File: src/rtl/ro_select_counter.sv
// Ring-oscillator select mux with glitch-gated pad output and a windowed
// rising-edge frequency counter running entirely in the wb_clk_i domain.
module ro_select_counter #(
    parameter int unsigned N_INPUTS      = 16,
    parameter int unsigned SEL_W         = $clog2(N_INPUTS),
    parameter int unsigned CNT_W         = 24,
    parameter int unsigned WIN_W         = 16,
    parameter int unsigned SETTLE_CYCLES = 4
) (
    input  logic                wb_clk_i,
    input  logic                wb_rst_ni,
    input  logic [N_INPUTS-1:0] osc_i,
    input  logic [SEL_W-1:0]    sel_i,
    input  logic [WIN_W-1:0]    win_len_i,
    input  logic                start_i,
    output logic                osc_o,
    output logic [SEL_W-1:0]    sel_o,
    output logic                busy_o,
    output logic                done_o,
    output logic [CNT_W-1:0]    count_o,
    output logic                overflow_o,
    output logic                err_o
);

    localparam int unsigned ST_W = $clog2(SETTLE_CYCLES);

    typedef enum logic [1:0] {IDLE, SETTLE, COUNT, DONE} state_t;

    state_t            state_q;
    logic [SEL_W-1:0]  sel_q;
    logic [WIN_W-1:0]  win_q;
    logic              gate_q;
    logic [ST_W-1:0]   settle_q;
    logic [CNT_W-1:0]  cnt_q, cnt_d;
    logic              ovf_q, ovf_d;
    logic              sync1_q, sync2_q, sync3_q;
    logic [CNT_W-1:0]  count_q;
    logic              overflow_q;
    logic              done_q;
    logic              err_q;
    logic              busy_q;

    logic osc_mux;
    logic edge_det;
    logic sel_bad;

    assign osc_mux  = osc_i[sel_q];
    assign edge_det = sync2_q & ~sync3_q;
    assign sel_bad  = 32'(sel_i) >= N_INPUTS;

    always_comb begin
        cnt_d = cnt_q;
        ovf_d = ovf_q;
        if (edge_det) begin
            if (&cnt_q) ovf_d = 1'b1;
            else        cnt_d = cnt_q + CNT_W'(1);
        end
    end

    always_ff @(posedge wb_clk_i) begin
        if (!wb_rst_ni) begin
            state_q    <= IDLE;
            sel_q      <= '0;
            win_q      <= '0;
            gate_q     <= 1'b1;
            settle_q   <= '0;
            cnt_q      <= '0;
            ovf_q      <= 1'b0;
            sync1_q    <= 1'b0;
            sync2_q    <= 1'b0;
            sync3_q    <= 1'b0;
            count_q    <= '0;
            overflow_q <= 1'b0;
            done_q     <= 1'b0;
            err_q      <= 1'b0;
            busy_q     <= 1'b0;
        end else begin
            sync1_q <= osc_mux;
            sync2_q <= sync1_q;
            sync3_q <= sync2_q;
            done_q  <= 1'b0;
            err_q   <= 1'b0;
            unique case (state_q)
                IDLE: begin
                    if (start_i) begin
                        if (sel_bad) begin
                            err_q <= 1'b1;
                        end else begin
                            sel_q    <= sel_i;
                            win_q    <= win_len_i;
                            gate_q   <= 1'b0;
                            settle_q <= '0;
                            cnt_q    <= '0;
                            ovf_q    <= 1'b0;
                            busy_q   <= 1'b1;
                            state_q  <= SETTLE;
                        end
                    end
                end
                SETTLE: begin
                    if (settle_q == ST_W'(SETTLE_CYCLES - 1)) begin
                        gate_q <= 1'b1;
                        if (win_q == '0) begin
                            count_q    <= cnt_q;
                            overflow_q <= ovf_q;
                            done_q     <= 1'b1;
                            state_q    <= DONE;
                        end else begin
                            state_q <= COUNT;
                        end
                    end else begin
                        settle_q <= settle_q + ST_W'(1);
                    end
                end
                COUNT: begin
                    // win_q doubles as the remaining-cycle counter; the final
                    // cycle's edge is folded in via cnt_d so done_o is not delayed
                    cnt_q <= cnt_d;
                    ovf_q <= ovf_d;
                    if (win_q == WIN_W'(1)) begin
                        count_q    <= cnt_d;
                        overflow_q <= ovf_d;
                        done_q     <= 1'b1;
                        state_q    <= DONE;
                    end else begin
                        win_q <= win_q - WIN_W'(1);
                    end
                end
                DONE: begin
                    busy_q  <= 1'b0;
                    state_q <= IDLE;
                end
                default: state_q <= IDLE;
            endcase
        end
    end

    assign osc_o      = osc_mux & gate_q;
    assign sel_o      = sel_q;
    assign busy_o     = busy_q;
    assign done_o     = done_q;
    assign count_o    = count_q;
    assign overflow_o = overflow_q;
    assign err_o      = err_q;

endmodule

File: config.mk
export PLATFORM = sky130hd
export DESIGN_NAME = ro_select_counter
export DESIGN_NICKNAME = d
export VERILOG_FILES = /design/src/rtl/ro_select_counter.sv
export SDC_FILE = /design/constraint.sdc
export NUM_CORES = 1
export LEC_CHECK = 0
export ABC_AREA = 0
export CAP_MARGIN = 20
export CELL_PAD_IN_SITES_DETAIL_PLACEMENT = 0
export CELL_PAD_IN_SITES_GLOBAL_PLACEMENT = 1
export CORE_MARGIN = 5
export CORE_UTILIZATION = 41
export DETAILED_ROUTE_END_ITERATION = 16
export GPL_ROUTABILITY_DRIVEN = 0
export PLACE_DENSITY_LB_ADDON = 0.1
export REMOVE_ABC_BUFFERS = 1
export SETUP_SLACK_MARGIN = 0.02
export SYNTH_ARGS = -nofsm -noshare
export SYNTH_HDL_FRONTEND = slang
export SYNTH_SLANG_ARGS = --single-unit
File: constraint.sdc
create_clock -name wb_clk_i -period 2.9 [get_ports wb_clk_i]
set_input_delay 0.87 -clock wb_clk_i [delete_from_list [all_inputs] [get_ports wb_clk_i]]
set_output_delay 0.87 -clock wb_clk_i [all_outputs]
set_load 0.01 [all_outputs]
==> metrics.txt, run 1 <==
outcome finished, violations left; failing checks negative setup slack; number of enable-type register cells in the synthesized netlist 0; Sw Pwr 1430 uW; y dimension of the die 117 microns; worst setup slack after layout -0.128 ns; detailed-route wire length per cell 17.0 microns; Avg Synthesized Cell Area 8.40 sq um; final HPWL from detailed placement 9360 microns; width of the chip 117 microns; post-detailed-route DRC marker count 0; synthesized flop and latch total 80; share of final-layout standard cells stronger than drive strength 1 13.8%; post-route worst hold slack 0.428 ns; share of the synthesized area in the top cell type 34.0%; proportion of total power due to net switching 36.1%; total count of hold-check failures in the final report 0; number of inserted diodes 0; crit end category primary output; IO buf count 70; cell area after technology mapping 4710 sq um; clock root buffer master clkbuf_16; antenna violations before repair 0; number of warnings issued by yosys 0; critical path required time 2.03 ns; first-pass GRT wire length 21300 microns; Total Routing Usage GR 19.8%; number of distinct standard cells referenced by the synthesized netlist 79; Clock Sink Count 80; number of buffers on the longest clock path 2; Worst Hold Class flop to flop; Setup Skew 0.00723 ns; largest net degree at the start of global routing 49; post-synthesis cell count 560; via count of the first global-routing pass 4228; Total Nets Final 666; Avg Vias per Cell 5.86; top cell type by total area after synthesis dfxtp_1; num rows 39; Max Fclk 330 MHz; Die Footprint 13700 sq um; Final period util 104%; total cell area at the placement stage 5490 sq um; worst ir drop on vdd 0.495 mV; final setup fails 1; Pwr per Cell Area 693 nW/um^2; number of I/O pins 72; final design area excluding fillers 5700 sq um; placeable core area 11300 sq um; overall overflow remaining after global route 0; main area contributors after synthesis dfxtp_1 (34%), a21oi_1 (6.0%), o21ai_0 (4.5%); number of routed nets with antenna violations 0; Pint 2520 uW; count of pins over their slew limit 0; effective utilization at floorplan 41.6%; # H-tree levels 3; RSZ-0062 raised after global routing yes; Max-Slew Margin vs Limit 52.8%; share of synthesized registers carrying an async set or reset 0%; Tightest Pin Transition 0.708 ns; type of element launching the critical path primary input; CTS buffer count 9; total leakage power 0.00198 uW; post-CTS repair timing setup buffer count 0; proportion of synthesized chip area in sequential cells 34.0%; portion of total power attributed to sequential cells 35.1%; Initial DRC Count 207; clock-pin slew of the registers on the worst-case setup and hold paths 0.06 ns; Tmin final 3.03 ns; highest net fanout along the worst path 2; Max-cap violations 0; Crit Path Class primary input to primary output; final routed wirelength across all metal layers 13000 microns; clock tree from TritonCTS yes; relative contribution of the clock network to total power 27.3%; logic gate share of total power 37.6%; DR vias 4483; first-pass detailed-route iteration total 4; clock latency on the worst-skew pair 0.34 ns; Main synth FF type dfxtp_1; Syn-to-layout area delta 21.2%; crit path DAT 2.16 ns
-- power by group through the flow --
stage / clock, uW / sequential [uW] / combinational, uW
3_3_place_gp: 0 / 1400 / 1470
4_1_cts: 1120 / 1390 / 1480
2_1_floorplan: 0 / 1390 / 968
6_report: 1080 / 1390 / 1490
3_5_place_dp: 0 / 1410 / 1490
5_1_grt: 1150 / 1410 / 1650
-- registers in the layout, indices dropped and copies added, names as in the netlist, 2 cells and up --
name	cells
settle_q	2
sel_o	4
count_o	24
state_q	2
win_q	16
cnt_q	24
-- per-layer routing --
layer	wire length, microns	GRT usage [%]	part of all wire (%)	vias to the layer above
met5	0	0	0	-
met3	646	4.58	5.0	14
met1	5870	25.8	45	2105
met2	6340	32.8	49	113
met4	165	5.66	1.3	0
li1	-	-	-	2251
-- placed cells by master (no fill, tap or decap), types with 13 or more instances in the layout --
cell type | Yosys | routed
dfxtp_1 | 80 | 79
a211oi_1 | 14 | 14
nand3_1 | 18 | 18
a21oi_1 | 56 | 56
nand2_1 | 50 | 50
clkdlybuf4s50_1 | 0 | 53
nor3_1 | 15 | 15
o21ai_0 | 42 | 42
buf_2 | 4 | 13
nand4_1 | 13 | 13
nor2_1 | 24 | 24
buf_4 | 7 | 25
-- critical path, stage by stage --
cell,delay [ns]
buf_6,0.09
mux4_2,0.45
mux4_2,0.49
and2_4,0.15
buf_6,0.11
-- cell families after synthesis --
group                      count (synthesis)  synth area share (%)
AOI/OAI and AO/OA                        191                  26.4
xor gates and xnor gates                  13                  2.42
adders and majority gates                  8                  2.13
buffers and inverters                     56                  7.18
DFF                                       80                  34.0
muxes                                     14                  4.33
other                                      1                0.0797
and+or+nand+nor                          197                  23.4
-- through the flow --
| stage | utilization, % | setup WS [ns] | total power [uW] | TNS [ns] | std cells |
|---|---|---|---|---|---|
| 2_1_floorplan | - | -0.382 | 2360 | -8.13 | 512 |
| 3_3_place_gp | 48.5 | -0.800 | 2870 | -0.800 | 751 |
| 3_5_place_dp | 48.5 | -0.835 | 2900 | -0.835 | 751 |
| 4_1_cts | 50.3 | -0.144 | 3990 | -0.144 | 765 |
| 5_1_grt | 50.4 | -0.167 | 4210 | -0.167 | 765 |
| 6_report | 50.4 | -0.128 | 3950 | -0.128 | 765 |
-- cell type report --
class / count / area (sq um)
flip-flops and latches: 80 / 1600
well taps: 143 / 179
multi-input cells: 424 / 2770
clock buffers: 14 / 274
fillers: 1163 / 5620
repair buffers: 96 / 848
inverters: 8 / 30.0
-- what timing repair did --
item                                    CTS  global route
endpoints found under the setup margin    1             1
gates resized for setup                  55             3
hold buffers                              0             0
pin swaps                                 1             0
-- synthesized netlist by cell type, types with 8 or more instances --
cell type and instances:
a211oi_1 14, a21oi_1 56, a31oi_1 10, and2_1 10, and4_1 10, clkbuf_1 27, dfxtp_1 80, ha_1 8
mux2i_1 8, nand2_1 50, nand3_1 18, nand4_1 13, nor2_1 24, nor3_1 15, nor4_1 10, o211ai_1 9
o21ai_0 42, o31ai_1 8, or3_1 8, or4_1 9, xnor2_1 10
-- final timing paths --
| path | startpoint | endpoint | slack [ns] | cells after the start |
|---|---|---|---|---|
| max | osc_i[15] | osc_o | -0.13 | 5 |
| min | sync1_q | sync2_q | 0.43 | 1 |
| max reg2reg | cnt_q[0] | count_o[9] | 0.36 | 7 |
| min reg2reg | sync1_q | sync2_q | 0.43 | 1 |
No activity file was read; power rests on OpenSTA's default activity.
==> inputs of run 2 (changes only) <==
--- a/config.mk
+++ b/config.mk
@@ -19,3 +19,4 @@
 export SYNTH_ARGS = -nofsm -noshare
 export SYNTH_HDL_FRONTEND = slang
 export SYNTH_SLANG_ARGS = --single-unit
+export TNS_END_PERCENT = 100
==> results of run 2 <==
Same layout as run 1: the final DEF is identical, and so are final timing and power.
==> inputs of run 3 (changes only) <==
--- a/config.mk
+++ b/config.mk
@@ -6,12 +6,13 @@
 export NUM_CORES = 1
 export LEC_CHECK = 0
 export ABC_AREA = 0
-export CAP_MARGIN = 20
+export CAP_MARGIN = 30
 export CELL_PAD_IN_SITES_DETAIL_PLACEMENT = 0
 export CELL_PAD_IN_SITES_GLOBAL_PLACEMENT = 1
 export CORE_MARGIN = 5
-export CORE_UTILIZATION = 41
+export CORE_UTILIZATION = 48
 export DETAILED_ROUTE_END_ITERATION = 16
+export DONT_BUFFER_PORTS = 1
 export GPL_ROUTABILITY_DRIVEN = 0
 export PLACE_DENSITY_LB_ADDON = 0.1
 export REMOVE_ABC_BUFFERS = 1
==> metrics.txt, run 3 (synthesis results as in run 1) <==
clock latency on the worst-skew pair 0.36 ns (+0.02 ns); Initial DRC Count 235 (+14%); crit end category primary output; Max Fclk 352 MHz (+6.5%); Pint 2200 uW (-13%); number of routed nets with antenna violations 0 (unchanged); worst ir drop on vdd 0.482 mV (-2.8%); overall power after layout 3570 uW (-9.7%); largest net degree at the start of global routing 52 (+6.1%); Setup Skew 0.00949 ns (+0.00226 ns); DR vias 4164 (-7.1%); Worst Hold Class flop to flop; top library cells by usage in the layout, fill and taps aside dfxtp_1 (79), a21oi_1 (56), nand2_1 (50); total count of hold-check failures in the final report 0 (unchanged); RSZ-0062 raised after global routing yes; post-CTS repair timing setup buffer count 0 (unchanged); portion of total power attributed to sequential cells 39.4% (+4.3 points); Max-Slew Margin vs Limit 31.2% (-22 points); critical path required time 2.03 ns (about the same); effective utilization at floorplan 48.6% (+7.0 points); most frequent standard cell in the layout excluding fill and tap cells dfxtp_1; Max-cap violations 0 (unchanged); crit path DAT 1.97 ns (-0.19 ns); Pwr per Cell Area 730 nW/um^2 (+5.3%); proportion of total power due to net switching 38.3% (+2.2 points); Die Footprint 11900 sq um (-13%); clock tree from TritonCTS yes; GRT Max-Usage Layer met2; GR met2 Demand/Resource 34.8% (+2.0 points); IO buf count 0 (-100%); Avg Vias per Cell 6.17 (+5.3%); Crit Path Class primary input to primary output; final HPWL from detailed placement 8510 microns (-9.0%); Tightest Pin Transition 1.03 ns (+0.319 ns); number of I/O pins 72 (unchanged); share of final-layout standard cells stronger than drive strength 1 11.1% (-2.8 points); antenna violations before repair 0 (unchanged); first-pass detailed-route iteration total 5 (+1); total cell area at the placement stage 4680 sq um (-15%); highest net fanout along the worst path 2 (unchanged); num rows 36 (-7.7%); Sw Pwr 1370 uW (-4.3%); relative contribution of the clock network to total power 23.9% (-3.4 points); clock root buffer master clkbuf_8; placeable core area 9680 sq um (-14%); met3 demand-to-capacity share in global routing 3.55% (-1.0 points); Final period util 98.1% (-6.4 points); CTS buffer count 9 (unchanged); post-detailed-route DRC marker count 0 (unchanged); via count of the first global-routing pass 3944 (-6.7%); post-route worst hold slack 0.438 ns (+0.00948 ns); Clock Sink Count 80 (unchanged); total instance count after detailed placement 659 (-12%); number of inserted diodes 0 (unchanged); overall overflow remaining after global route 0 (unchanged); final cell count without fillers 675 (-12%); type of element launching the critical path primary input; outcome finished, final reports clean; first-pass GRT wire length 20200 microns (-5.0%); met1 Resource Use GR 28.3% (+2.4 points); Total Routing Usage GR 21.4% (+1.6 points); y dimension of the die 109 microns (-6.9%); total leakage power 0.00162 uW (-18%); fill cell total of the finished layout 925 (-20%); Syn-to-layout area delta 3.91%; Tmin final 2.84 ns (-0.184 ns); Total Nets Final 584 (-12%); number of buffers on the longest clock path 2 (unchanged); # H-tree levels 3 (unchanged); logic gate share of total power 36.7% (-0.9 points); clock-pin slew of the registers on the worst-case setup and hold paths 0.08 ns (+0.02 ns); width of the chip 109 microns (-6.9%); detailed-route wire length per cell 18.2 microns (+7.0%); final setup fails 0 (-1); final design area excluding fillers 4890 sq um (-14%); count of pins over their slew limit 0 (unchanged); final routed wirelength across all metal layers 12300 microns (-5.6%)
[run 3: area by class of cell]
| type | count | area [sq um] | area share [%] |
|---|---|---|---|
| tap | 133 | 166 | 3.40 |
| clock buffer | 13 | 159 | 3.25 |
| sequential | 80 | 1610 | 32.8 |
| multi-input combinational | 424 | 2770 | 56.7 |
| clock inverter | 3 | 40.0 | 0.819 |
| inverter | 8 | 30.0 | 0.614 |
| timing repair buffer | 14 | 118 | 2.41 |
[run 3: path summary, 6_finish.rpt]
kind                            startpoint        to  slack, ns  depth (start not counted)
worst max-delay path              osc_i[3]     osc_o       0.06                          3
worst min-delay path               sync1_q   sync2_q       0.44                          1
worst max register to register  state_q[0]  cnt_q[2]       0.32                          7
worst min register to register     sync1_q   sync2_q       0.44                          1
[run 3: what timing repair did]
item	4_1_cts	5_1_grt
pin swaps	0	1
endpoints found under the setup margin	1	1
resized for setup	3	0
hold buffers	0	0
gates cloned	0	0
[run 3: critical path, cell delays in order]
cell and delay, ns:
mux4_2 0.46, mux4_2 0.48, and2_4 0.16
[run 3: layer usage]
metal / part of all wire (%) / vias up
met1: 45 / 1961
li1: - / 2086
met4: 2.0 / 0
met5: 0 / -
met2: 49 / 97
met3: 4.6 / 20
[run 3: stage by stage]
stage | setup WS, ns | utilization [%] | setup TNS, ns
after floorplan | -0.382 | - | -8.13
after global placement | 0.0501 | 48.4 | 0
after detailed placement | 0.0142 | 48.4 | 0
after CTS | 0.0321 | 50.5 | 0
after global routing | 0.0171 | 50.5 | 0
final | 0.0565 | 50.5 | 0
[run 3: power groups by stage]
| stage | Clock [uW] | Sequential [uW] | Combinational [uW] |
|---|---|---|---|
| finish | 852 | 1410 | 1310 |
| global route | 920 | 1430 | 1450 |
| CTS | 884 | 1400 | 1320 |
| detailed placement | 0 | 1430 | 1300 |
| global placement | 0 | 1420 | 1280 |
| floorplan | 0 | 1390 | 968 |
